**src/rtl/addsub_serial_if.sv**
```systemverilog
// Launch/result bundle between the control unit and the serial add/subtract unit.
// Latency: none (wires only).
// Backpressure: start is accepted only while the unit is idle; busy/done report progress.
interface addsub_serial_if #(
  parameter int WIDTH = 32
);
  logic             start;
  logic             sub;
  logic             cin;
  logic [WIDTH-1:0] Ra;
  logic [WIDTH-1:0] Rb;
  logic             busy;
  logic             done;
  logic [WIDTH-1:0] sum;
  logic             cout;
  logic             zero;
  logic             neg;
  logic             ovf;

  // control unit side: issues operations, observes results
  modport master (
    output start, sub, cin, Ra, Rb,
    input  busy, done, sum, cout, zero, neg, ovf
  );

  // arithmetic unit side
  modport slave (
    input  start, sub, cin, Ra, Rb,
    output busy, done, sum, cout, zero, neg, ovf
  );
endinterface

```
**src/rtl/addsub_serial.sv**
```systemverilog
// Multi-cycle add/subtract, DIGIT bits per clock through one ripple slice; optional flags via ADDSUB_FLAGS_EN.
// Latency: start sampled at edge E, result/flags/done at edge E+N (N = WIDTH/DIGIT), done drops at E+N+1.
// Backpressure: start is ignored unless IDLE; one operation per N+2 cycles at best.
module addsub_serial #(
  parameter int WIDTH = 32,
  parameter int DIGIT = 8
) (
  input  logic           clock,
  input  logic           clear,
  addsub_serial_if.slave bus
);

  localparam int N  = WIDTH / DIGIT;
  localparam int CW = (N > 1) ? $clog2(N) : 1;

  typedef enum logic [1:0] {
    IDLE = 2'd0,
    RUN  = 2'd1,
    DONE = 2'd2
  } state_t;

  state_t           state;
  state_t           state_nxt;
  logic [CW-1:0]    cnt;
  logic [WIDTH-1:0] opa;
  logic [WIDTH-1:0] opb;
  logic [WIDTH-1:0] acc;
  logic             carry;
  logic [WIDTH-1:0] sum_q;
  logic             cout_q;

  // one ripple slice over the lowest digit of the shifting operands
  logic [DIGIT:0]   dsum;
  logic [WIDTH-1:0] acc_nxt;
  logic             last;

  assign dsum    = {1'b0, opa[DIGIT-1:0]} + {1'b0, opb[DIGIT-1:0]} + {{DIGIT{1'b0}}, carry};
  // new digit enters at the top; after N steps digit 0 sits at the bottom
  assign acc_nxt = WIDTH'({dsum[DIGIT-1:0], acc} >> DIGIT);
  assign last    = (cnt == CW'(N - 1));

  // state register
  always_ff @(posedge clock) begin
    if (clear) state <= IDLE;
    else       state <= state_nxt;
  end

  // next-state logic
  always_comb begin
    state_nxt = state;
    case (state)
      IDLE:    if (bus.start) state_nxt = RUN;
      RUN:     if (last)      state_nxt = DONE;
      DONE:    state_nxt = IDLE;
      default: state_nxt = IDLE;
    endcase
  end

  // handshake outputs decoded from state
  always_comb begin
    bus.busy = (state == RUN);
    bus.done = (state == DONE);
  end

  // operand latch, digit-serial datapath and result registers
  always_ff @(posedge clock) begin
    if (clear) begin
      cnt    <= '0;
      opa    <= '0;
      opb    <= '0;
      acc    <= '0;
      carry  <= 1'b0;
      sum_q  <= '0;
      cout_q <= 1'b0;
    end else begin
      case (state)
        IDLE: begin
          if (bus.start) begin
            // subtract as A + ~B + ~borrow_in
            opa   <= bus.Ra;
            opb   <= bus.sub ? ~bus.Rb : bus.Rb;
            carry <= bus.sub ? ~bus.cin : bus.cin;
            cnt   <= '0;
          end
        end
        RUN: begin
          opa   <= opa >> DIGIT;
          opb   <= opb >> DIGIT;
          acc   <= acc_nxt;
          carry <= dsum[DIGIT];
          cnt   <= cnt + CW'(1);
          if (last) begin
            sum_q  <= acc_nxt;
            cout_q <= dsum[DIGIT];
          end
        end
        default: ;
      endcase
    end
  end

  assign bus.sum  = sum_q;
  assign bus.cout = cout_q;

`ifdef ADDSUB_FLAGS_EN
  logic zero_q;
  logic neg_q;
  logic ovf_q;
  logic c_into_msb;

  // carry into the MSB recovered from the MSB sum bit and its two inputs
  assign c_into_msb = dsum[DIGIT-1] ^ opa[DIGIT-1] ^ opb[DIGIT-1];

  // condition flags captured together with the result
  always_ff @(posedge clock) begin
    if (clear) begin
      zero_q <= 1'b0;
      neg_q  <= 1'b0;
      ovf_q  <= 1'b0;
    end else if (state == RUN && last) begin
      zero_q <= (acc_nxt == '0);
      neg_q  <= acc_nxt[WIDTH-1];
      ovf_q  <= c_into_msb ^ dsum[DIGIT];
    end
  end

  assign bus.zero = zero_q;
  assign bus.neg  = neg_q;
  assign bus.ovf  = ovf_q;
`else
  assign bus.zero = 1'b0;
  assign bus.neg  = 1'b0;
  assign bus.ovf  = 1'b0;
`endif

endmodule
```
**src/flat_wrapper.sv**
```systemverilog
// flat-port wrapper written by rule: the top's interface ports become plain ports
module addsub_serial_flat 
#(
  parameter int WIDTH = 32,
  parameter int DIGIT = 8
)
  (clock, clear, bus_start, bus_sub, bus_cin, bus_Ra, bus_Rb, bus_busy, bus_done, bus_sum, bus_cout, bus_zero, bus_neg, bus_ovf);
  addsub_serial_if #(.WIDTH(WIDTH)) bus_i ();
  input  logic clock;
  input  logic clear;
  input wire logic [$bits(bus_i.start)-1:0] bus_start;
  input wire logic [$bits(bus_i.sub)-1:0] bus_sub;
  input wire logic [$bits(bus_i.cin)-1:0] bus_cin;
  input wire logic [$bits(bus_i.Ra)-1:0] bus_Ra;
  input wire logic [$bits(bus_i.Rb)-1:0] bus_Rb;
  output wire logic [$bits(bus_i.busy)-1:0] bus_busy;
  output wire logic [$bits(bus_i.done)-1:0] bus_done;
  output wire logic [$bits(bus_i.sum)-1:0] bus_sum;
  output wire logic [$bits(bus_i.cout)-1:0] bus_cout;
  output wire logic [$bits(bus_i.zero)-1:0] bus_zero;
  output wire logic [$bits(bus_i.neg)-1:0] bus_neg;
  output wire logic [$bits(bus_i.ovf)-1:0] bus_ovf;
  assign bus_i.start = bus_start;
  assign bus_i.sub = bus_sub;
  assign bus_i.cin = bus_cin;
  assign bus_i.Ra = bus_Ra;
  assign bus_i.Rb = bus_Rb;
  assign bus_busy = bus_i.busy;
  assign bus_done = bus_i.done;
  assign bus_sum = bus_i.sum;
  assign bus_cout = bus_i.cout;
  assign bus_zero = bus_i.zero;
  assign bus_neg = bus_i.neg;
  assign bus_ovf = bus_i.ovf;
  addsub_serial #(.WIDTH(WIDTH), .DIGIT(DIGIT)) u_core (.clock(clock), .clear(clear), .bus(bus_i));
endmodule
```
**config.mk**
```make
export PLATFORM = sky130hd
export DESIGN_NAME = addsub_serial_flat
export DESIGN_NICKNAME = d
export VERILOG_FILES = /design/src/rtl/addsub_serial_if.sv /design/src/rtl/addsub_serial.sv /design/src/flat_wrapper.sv
export SDC_FILE = /design/constraint.sdc
export NUM_CORES = 1
export LEC_CHECK = 0
export CAP_MARGIN = 20
export CORE_ASPECT_RATIO = 0.7
export CORE_MARGIN = 5
export CORE_UTILIZATION = 52
export CTS_CLUSTER_SIZE = 24
export DETAILED_ROUTE_END_ITERATION = 10
export GPL_TIMING_DRIVEN = 0
export PLACE_DENSITY = 0.8
export SYNTH_ARGS = -nofsm -noshare
export SYNTH_HDL_FRONTEND = slang
export SYNTH_SLANG_ARGS = --single-unit
```
**constraint.sdc**
```tcl
create_clock -name clock -period 2.6 [get_ports clock]
set_input_delay 0.39 -clock clock [delete_from_list [all_inputs] [get_ports clock]]
set_output_delay 0.39 -clock clock [all_outputs]
set_load 0.02 [all_outputs]
```
==> flow_summary.ini, run 1 <==
[worst_hold_path]
hp-start = u_core.bus.sum[19]$_SDFFE_PP0P_
hold_path_end = u_core.bus.sum[19]$_SDFFE_PP0P_
hold_path_class = reg -> reg
holdPathStages = 2

[clocking]
h-tree-depth = 4
clockBufferDepth = 2
cts_buffers = 17
clock_latency_ns = 0.42
hold_buffers = 0
cts_root_buffer = clkbuf_16
cts_resized = 0
cts_setup_buffers = 0
tritoncts = built
path_clk_slew_ns = 0.06
clock_sinks = 126

[yosys]
synth_edf_count = 0
netlist-cell-type-count = 45
ys.warnings.count = 0
synth_top_cell_area_share = 0.4571
synth_cells = 625
synthArstFlopShare = 0
syn_area_um2 = 5518
synth_flop_cell = dfxtp_1
synth.most_common_cell = dfxtp_1
netlist_top_cells_area = dfxtp_1, a21oi_1, nand2_1
ys_ff_latch = 126
ys_seq_area_frac = 0.4571
synthTopCellsByCount = dfxtp_1, nand2_1, nor2_1
avgSynthCellArea_um2 = 8.828
synth_area_leader_cell = dfxtp_1

[final_layout]
drive_gt1_frac = 0.1291
fin_nets = 825
area_delta_synth_final_pct = 32.29
antenna_cells = 0

[worst_setup_path]
crit_path_max_fanout = 10
arrival_ns = 2.11
startpoint_type = flip-flop
critPathTopFamily = buffers and inverters
cp.depth = 6
crit_type = reg -> out
worstPathRequired_ns = 2.21
slowest_delay_ns = 0.64
r2r_slack_ns = 0.23
critPathLaunch = u_core.state[0]$_SDFFE_PP0P_
timing.rr.end = u_core.acc[30]$_SDFFE_PP0P_
cp_slowest_cell = clkdlybuf4s50_1
cp.buffers_inverters = 5
r2r_start = u_core.carry$_SDFFE_PP0P_
r2r_cells = 6
path_cells = buf_4 > nand2b_2 > buf_6 > inv_4 > buf_2 > clkdlybuf4s50_1
worst_setup_path_end_kind = output pin

[drt]
drtPass1Iterations = 9
drc = 0
first_iter_violations = 604
wl_um = 16100
vias = 5190
wl_per_cell_um = 18.07
ant_nets = 0
routed_via_density = 5.825

[die]
io_pins = 107
dieArea_um2 = 12800
start_util = 0.5328
die_w_um = 133.1
std_cell_rows = 31
die_h_um = 96.19
core_area_um2 = 10360

[timing]
relSlewSlack = 0.5563
rsz0062_at_grt = false
worst_clock_skew_ns = 0.006213
setup_viol = 0
fin_ws_ns = 0.09831
finalCritPeriodShare = 0.9622
tightest_slew_ns = 0.6655
max_freq_mhz = 399.7
min_period_ns = 2.502
drv_slew = 0
hold_viol = 0
fin_hold_ws_ns = 0.4555
final.setup.tns_ns = 0

[job]
maxCapViolations = 0

[place]
io_buffer_count = 101
gp_congestion = 0.9088
place_ws_ns = 0.3016
dp_hpwl_um = 11370

[global_route]
grt_pass1_wl_um = 25780
antenna_found_initial = 0
track_usage = 0.2542
grt_remaining_overflow = 0
grt_pass1_vias = 5224
grt_max_degree = 17

[power]
irDropWorstVdd_v = 0.0005083
power_density_nw_per_um2 = 711.2
p_leak_nw = 2.780

[run_status]
status = finished clean
state kept, by name, indices dropped and copies added (netlist names):
register         count
u_core.bus.sum      32
u_core.opa          32
u_core.opb          32
u_core.acc          24
u_core.cnt           2
u_core.state         2
u_core.bus.cout      1
u_core.carry         1
power breakdown:
group / internal [mW] / switching, mW / total, mW
clock: 1.55 / 0.849 / 2.40
combinational: 0.318 / 0.366 / 0.684
sequential: 2.03 / 0.0717 / 2.10
how the worst max path moves through the flow:
stage / to / slack [ns]
after global routing: bus_busy / 0.02
after floorplan: u_core.acc[30]$_SDFFE_PP0P_ / 0.58
after global placement: u_core.bus.sum[30]$_SDFFE_PP0P_ / 0.31
after CTS: bus_done / 0.02
final: bus_busy / 0.1
after detailed placement: u_core.acc[30]$_SDFFE_PP0P_ / 0.30
cell type report:
class                   count  area (um^2)
clock buffers              22        464.2
flip-flops and latches    126         2522
plain buffers              58        326.6
fillers                   788         3057
well taps                 132        165.2
inverters                   2        10.01
clock inverters            10        137.6
repair buffers            101         1011
multi-input cells         440         2663
cell usage in the layout, fill, tap and decap left out, types with 8 or more instances in the layout:
cell type / synthesis / routed
clkdlybuf4s50_1: 0 / 101
o221a_2: 24 / 24
nor2b_1: 25 / 25
nor2_1: 79 / 79
dfxtp_1: 126 / 126
nand3_1: 10 / 10
a22oi_1: 17 / 17
ha_1: 8 / 8
buf_2: 21 / 21
clkbuf_1: 25 / 27
xor2_1: 33 / 33
a222oi_1: 25 / 25
a21oi_1: 73 / 73
clkbuf_16: 0 / 17
nand2_1: 94 / 94
buf_6: 9 / 9
kinds of logic after synthesis:
logic type | share of synthesized area
AOI/OAI and AO/OA | 0.2252
xor gates and xnor gates | 0.05397
adders and majority gates | 0.02540
buffers and inverters | 0.06168
DFF | 0.4571
other | 0.0006796
and+or+nand+nor | 0.1760
worst min-delay path: stages (launching register included):
cell and delay (ns):
dfxtp_1 0.30, nand2_1 0.05, a21oi_1 0.05
stage by stage:
step | std cells | power (mW) | util | cell area (um^2)
floorplan | 627 | 2.550 | - | 5525
global placement | 860 | 2.775 | 0.6471 | 6701
detailed placement | 860 | 2.797 | 0.6471 | 6701
CTS | 892 | 5.190 | 0.7052 | 7303
global route | 891 | 5.378 | 0.7048 | 7300
finish | 891 | 5.191 | 0.7048 | 7300
routing by layer:
layer  global-route usage  up-vias  part of all wire
met1               0.3329     2466              0.45
met2               0.4020      248              0.45
met4              0.08305        0             0.014
met3              0.08203       25             0.089
met5                    0        -                 0
li1                     -     2451                 -
Power figures use the tool's default switching activity.
==> run 2, diff against run 1 <==
--- a/config.mk
+++ b/config.mk
@@ -5,6 +5,7 @@
 export SDC_FILE = /design/constraint.sdc
 export NUM_CORES = 1
 export LEC_CHECK = 0
+export ABC_AREA = 1
 export CAP_MARGIN = 20
 export CORE_ASPECT_RATIO = 0.7
 export CORE_MARGIN = 5
@@ -13,6 +14,7 @@
 export DETAILED_ROUTE_END_ITERATION = 10
 export GPL_TIMING_DRIVEN = 0
 export PLACE_DENSITY = 0.8
+export SETUP_SLACK_MARGIN = 0.05
 export SYNTH_ARGS = -nofsm -noshare
 export SYNTH_HDL_FRONTEND = slang
 export SYNTH_SLANG_ARGS = --single-unit
==> flow_summary.ini, run 2 <==
[yosys]
synth_flop_cell = dfxtp_1
synth_cells = 715
synthArstFlopShare = 0
synthTopCellsByCount = nand2_1, dfxtp_1, inv_1
ys_ff_latch = 126
netlist_top_cells_area = dfxtp_1, nand2_1, xor2_1
avgSynthCellArea_um2 = 7.647
synth_edf_count = 0
synth_area_leader_cell = dfxtp_1
ys.warnings.count = 0
syn_area_um2 = 5468
synth_top_cell_area_share = 0.4613
synth.most_common_cell = nand2_1
netlist-cell-type-count = 35
ys_seq_area_frac = 0.4613

[power]
pwr-share-clk = 0.478
irDropWorstVdd_v = 0.0004618
p_leak_nw = 3.117
p_sw_frac = 0.2434
intPower_mw = 3.957
power_density_nw_per_um2 = 717.7
seq_power_share = 0.404
p_switching_mw = 1.273
comb_power_share = 0.119

[final_layout]
fill_cells = 810
antenna_cells = 0
final_common_cell = nand2_1
fin_nets = 917
regArea_um2 = 2522
layoutNonFillerInstCount = 983
drive_gt1_frac = 0.08813
area_delta_synth_final_pct = 33.27
design_area_um2 = 7287
final_cell_mix = nand2_1, dfxtp_1, clkdlybuf4s50_1
multi_input_area_um2 = 2497

[global_route]
grt_max_degree = 17
grt_pass1_vias = 5133
track_usage = 0.2527
grt_remaining_overflow = 0
grt_pass1_wl_um = 25360
antenna_found_initial = 0

[worst_setup_path]
r2r_cells = 9
worst_setup_path_end_kind = output pin
r2r_start = u_core.carry$_SDFFE_PP0P_
arrival_ns = 2.09
critPathLaunch = u_core.state[0]$_SDFFE_PP0P_
crit_path_max_fanout = 10
r2r_slack_ns = 0.63
crit_type = reg -> out
startpoint_type = flip-flop
worstPathRequired_ns = 2.21
crit_end = bus_busy
timing.rr.end = u_core.bus.sum[28]$_SDFFE_PP0P_

[clocking]
tritoncts = built
cts_buffers = 17
clockBufferDepth = 2
cts_resized = 0
clock_latency_ns = 0.41
cts_root_buffer = clkbuf_16
path_clk_slew_ns = 0.05
h-tree-depth = 4
clock_sinks = 126
cts_setup_buffers = 0
hold_buffers = 0

[timing]
hold_viol = 0
setup_viol = 0
worst_clock_skew_ns = 0.006843
rsz0062_at_grt = false
tightest_slew_ns = 0.6963
fin_ws_ns = 0.1208
fin_hold_ws_ns = 0.4646
finalCritPeriodShare = 0.9535
relSlewSlack = 0.5358
max_freq_mhz = 403.4
min_period_ns = 2.479
final.setup.tns_ns = 0
drv_slew = 0

[drt]
routed_via_density = 5.329
wl_per_cell_um = 16.22
drc = 0
ant_nets = 0
drtPass1Iterations = 5
first_iter_violations = 461
vias = 5238
wl_um = 15950

[die]
start_util = 0.5300
io_pins = 107
die_h_um = 95.80
std_cell_rows = 31
die_w_um = 132.6
dieArea_um2 = 12700
core_area_um2 = 10320

[place]
placedCellCount = 951
io_buffer_count = 102
gp_congestion = 0.9171
place_ws_ns = 0.4349
placed_area_um2 = 6661
dp_hpwl_um = 11620

[worst_hold_path]
hold_path_class = reg -> reg

[job]
maxCapViolations = 0

[run_status]
status = finished clean
-- run 2: layer usage --
| layer | global-route usage | vias to the layer above | part of all wire |
|---|---|---|---|
| met4 | 0.06574 | 0 | 0.0095 |
| met3 | 0.07994 | 15 | 0.097 |
| met5 | 0 | - | 0 |
| met2 | 0.3998 | 243 | 0.45 |
| met1 | 0.3385 | 2438 | 0.44 |
| li1 | - | 2542 | - |
-- run 2: cells by family (layout without fill, tap and decap cells) --
logic type | Yosys count | after routing | share of synthesized area
compound gates | 142 | 142 | 0.1547
fa+ha+maj | 10 | 10 | 0.02563
flops | 126 | 126 | 0.4613
buf+inv | 105 | 239 | 0.08329
other cells | 1 | 3 | 0.0006858
xor+xnor | 36 | 36 | 0.05767
simple gates | 295 | 295 | 0.2167
-- run 2: final cells by class --
cell class              count  share of cell area
multi-input cells         486              0.3427
clock buffers              22             0.06370
flip-flops and latches    126              0.3462
clock inverters            10             0.02215
repair buffers            102              0.1401
inverters                  58             0.02988
plain buffers              47             0.03262
well taps                 132             0.02266
-- run 2: power groups by stage --
stage                     Clock, mW  Sequential [mW]  Combinational [mW]
final                          2.50             2.11               0.620
after global routing           2.59             2.12               0.682
after CTS                      2.51             2.11               0.611
after detailed placement          0             2.15               0.604
after global placement            0             2.14               0.588
after floorplan                   0             2.13               0.372
-- run 2: stage by stage --
step                utilization  power, mW
CTS                      0.7063      5.233
global route             0.7063      5.390
floorplan                     -      2.498
global placement         0.6456      2.731
detailed placement       0.6456      2.750
finish                   0.7063      5.230
-- run 2: how the worst min path moves through the flow --
stage               slack (ns)  depth (start not counted)                         from                           to
floorplan                 0.43                          1   u_core.cnt[0]$_SDFFE_PP0P_   u_core.cnt[0]$_SDFFE_PP0P_
global placement          0.45                          1   u_core.cnt[0]$_SDFFE_PP0P_   u_core.cnt[0]$_SDFFE_PP0P_
detailed placement        0.45                          1   u_core.cnt[0]$_SDFFE_PP0P_   u_core.cnt[0]$_SDFFE_PP0P_
CTS                       0.46                          5                      bus_sub  u_core.opb[14]$_SDFFE_PP0P_
global route              0.48                          2  u_core.opa[29]$_SDFFE_PP0P_  u_core.opa[29]$_SDFFE_PP0P_
finish                    0.46                          2  u_core.opa[24]$_SDFFE_PP0P_  u_core.opa[24]$_SDFFE_PP0P_
-- run 2: worst max-delay path, cell delays in order (launching register included) --
cell	delay [ns]
dfxtp_1	0.47
nand2_4	0.15
inv_2	0.17
buf_2	0.25
clkdlybuf4s50_1	0.64
==> run 3, diff against run 2 <==
--- a/config.mk
+++ b/config.mk
@@ -8,7 +8,6 @@
 export ABC_AREA = 1
 export CAP_MARGIN = 20
 export CORE_ASPECT_RATIO = 0.7
-export CORE_MARGIN = 5
 export CORE_UTILIZATION = 52
 export CTS_CLUSTER_SIZE = 24
 export DETAILED_ROUTE_END_ITERATION = 10
==> flow_summary.ini, run 3 (synthesized netlist as in run 2, its figures left out) <==
[final_layout]
final_common_cell = nand2_1
fin_nets = 917
final_cell_mix = nand2_1, dfxtp_1, clkdlybuf4s50_1
fill_cells = 765
antenna_cells = 0
area_delta_synth_final_pct = 32.70
drive_gt1_frac = 0.08824

[timing]
hold_viol = 0
setup_viol = 0
drv_slew = 0
min_period_ns = 2.452
rsz0062_at_grt = false
relSlewSlack = 0.5539
worst_clock_skew_ns = 0.007252
tightest_slew_ns = 0.6691
max_freq_mhz = 407.8
finalCritPeriodShare = 0.9432
final.setup.tns_ns = 0
fin_hold_ws_ns = 0.4418

[global_route]
grt_pass1_vias = 5126
track_usage = 0.2903
antenna_found_initial = 0
grt_pass1_wl_um = 24520
grt_remaining_overflow = 0
grt_max_degree = 17

[place]
io_buffer_count = 102
gp_congestion = 0.8747
dp_hpwl_um = 11010

[worst_setup_path]
path_cells = nand2_4 > inv_2 > buf_2 > clkdlybuf4s50_1
crit_path_max_fanout = 10
startpoint_type = flip-flop
worstPathRequired_ns = 2.21
cp_slowest_cell = clkdlybuf4s50_1
cp.buffers_inverters = 3
arrival_ns = 2.06
critPathTopFamily = buffers and inverters
worst_setup_path_end_kind = output pin
crit_type = reg -> out
slowest_delay_ns = 0.64

[clocking]
hold_buffers = 0
h-tree-depth = 4
tritoncts = built
clock_sinks = 126
path_clk_slew_ns = 0.05
clockBufferDepth = 2
clock_latency_ns = 0.42
cts_setup_buffers = 0
cts_root_buffer = clkbuf_16
cts_resized = 0
cts_buffers = 17

[drt]
wl_per_cell_um = 15.66
routed_via_density = 5.424
drc = 0
first_iter_violations = 463
drtPass1Iterations = 5
wl_um = 15320
ant_nets = 0
vias = 5305

[power]
power_density_nw_per_um2 = 707.9
irDropWorstVdd_v = 0.0005203
p_leak_nw = 3.102

[die]
die_w_um = 124.6
std_cell_rows = 30
die_h_um = 87.80
io_pins = 107
core_area_um2 = 9947
start_util = 0.5497
dieArea_um2 = 10940

[run_status]
status = finished clean

[worst_hold_path]
hold_path_class = in -> reg

[job]
maxCapViolations = 0
==> run 3: per-stage QoR <==
stage                     power (mW)    util  instance area [um^2]  setup WS (ns)  std cells
after global placement         2.727  0.6692                  6656         0.5516        947
final                          5.137  0.7294                  7256         0.1477        978
after CTS                      5.131  0.7294                  7256         0.1408        978
after floorplan                2.498       -                  5475         0.8257        717
after global routing           5.306  0.7294                  7256        0.05880        978
after detailed placement       2.747  0.6692                  6656         0.5149        947
==> run 3: power by group <==
part           switching (mW)  total [mW]  internal [mW]
logic                   0.355       0.620          0.265
clock network           0.858        2.41           1.55
registers              0.0706        2.11           2.04
total                    1.28        5.14           3.85
==> run 3: routing by layer <==
layer | up-vias | global-route usage | share of wire
li1 | 2541 | - | -
met1 | 2493 | 0.3781 | 0.44
met2 | 253 | 0.4761 | 0.45
met3 | 18 | 0.07208 | 0.097
met4 | 0 | 0.1008 | 0.0097
met5 | - | 0 | 0
==> run 3: final timing paths <==
kind / cells past startpoint / to / start / slack, ns
max: 4 / bus_busy / u_core.state[0]$_SDFFE_PP0P_ / 0.15
min reg2reg: 1 / u_core.cnt[0]$_SDFFE_PP0P_ / u_core.cnt[0]$_SDFFE_PP0P_ / 0.46
max reg2reg: 9 / u_core.bus.sum[28]$_SDFFE_PP0P_ / u_core.carry$_SDFFE_PP0P_ / 0.60
min: 5 / u_core.carry$_SDFFE_PP0P_ / bus_sub / 0.44
==> run 3: worst register-to-register path: cells and delay by family, from the launching register on <==
kind | cells | cell delay [ns]
xor gates and xnor gates | 1 | 0.24
DFF | 1 | 0.32
buffers and inverters | 1 | 0.04
adders and majority gates | 2 | 0.88
and+or+nand+nor | 5 | 0.42
==> run 3: area by class of cell <==
class | count | area (um^2) | area share
Clock inverter | 10 | 138.9 | 0.01914
Tap cell | 128 | 160.2 | 0.02207
Multi-Input combinational cell | 486 | 2497 | 0.3442
Sequential cell | 126 | 2522 | 0.3476
Inverter | 58 | 217.7 | 0.03001
Buffer | 47 | 237.7 | 0.03276
Clock buffer | 21 | 460.4 | 0.06346
Timing Repair Buffer | 102 | 1021 | 0.1407
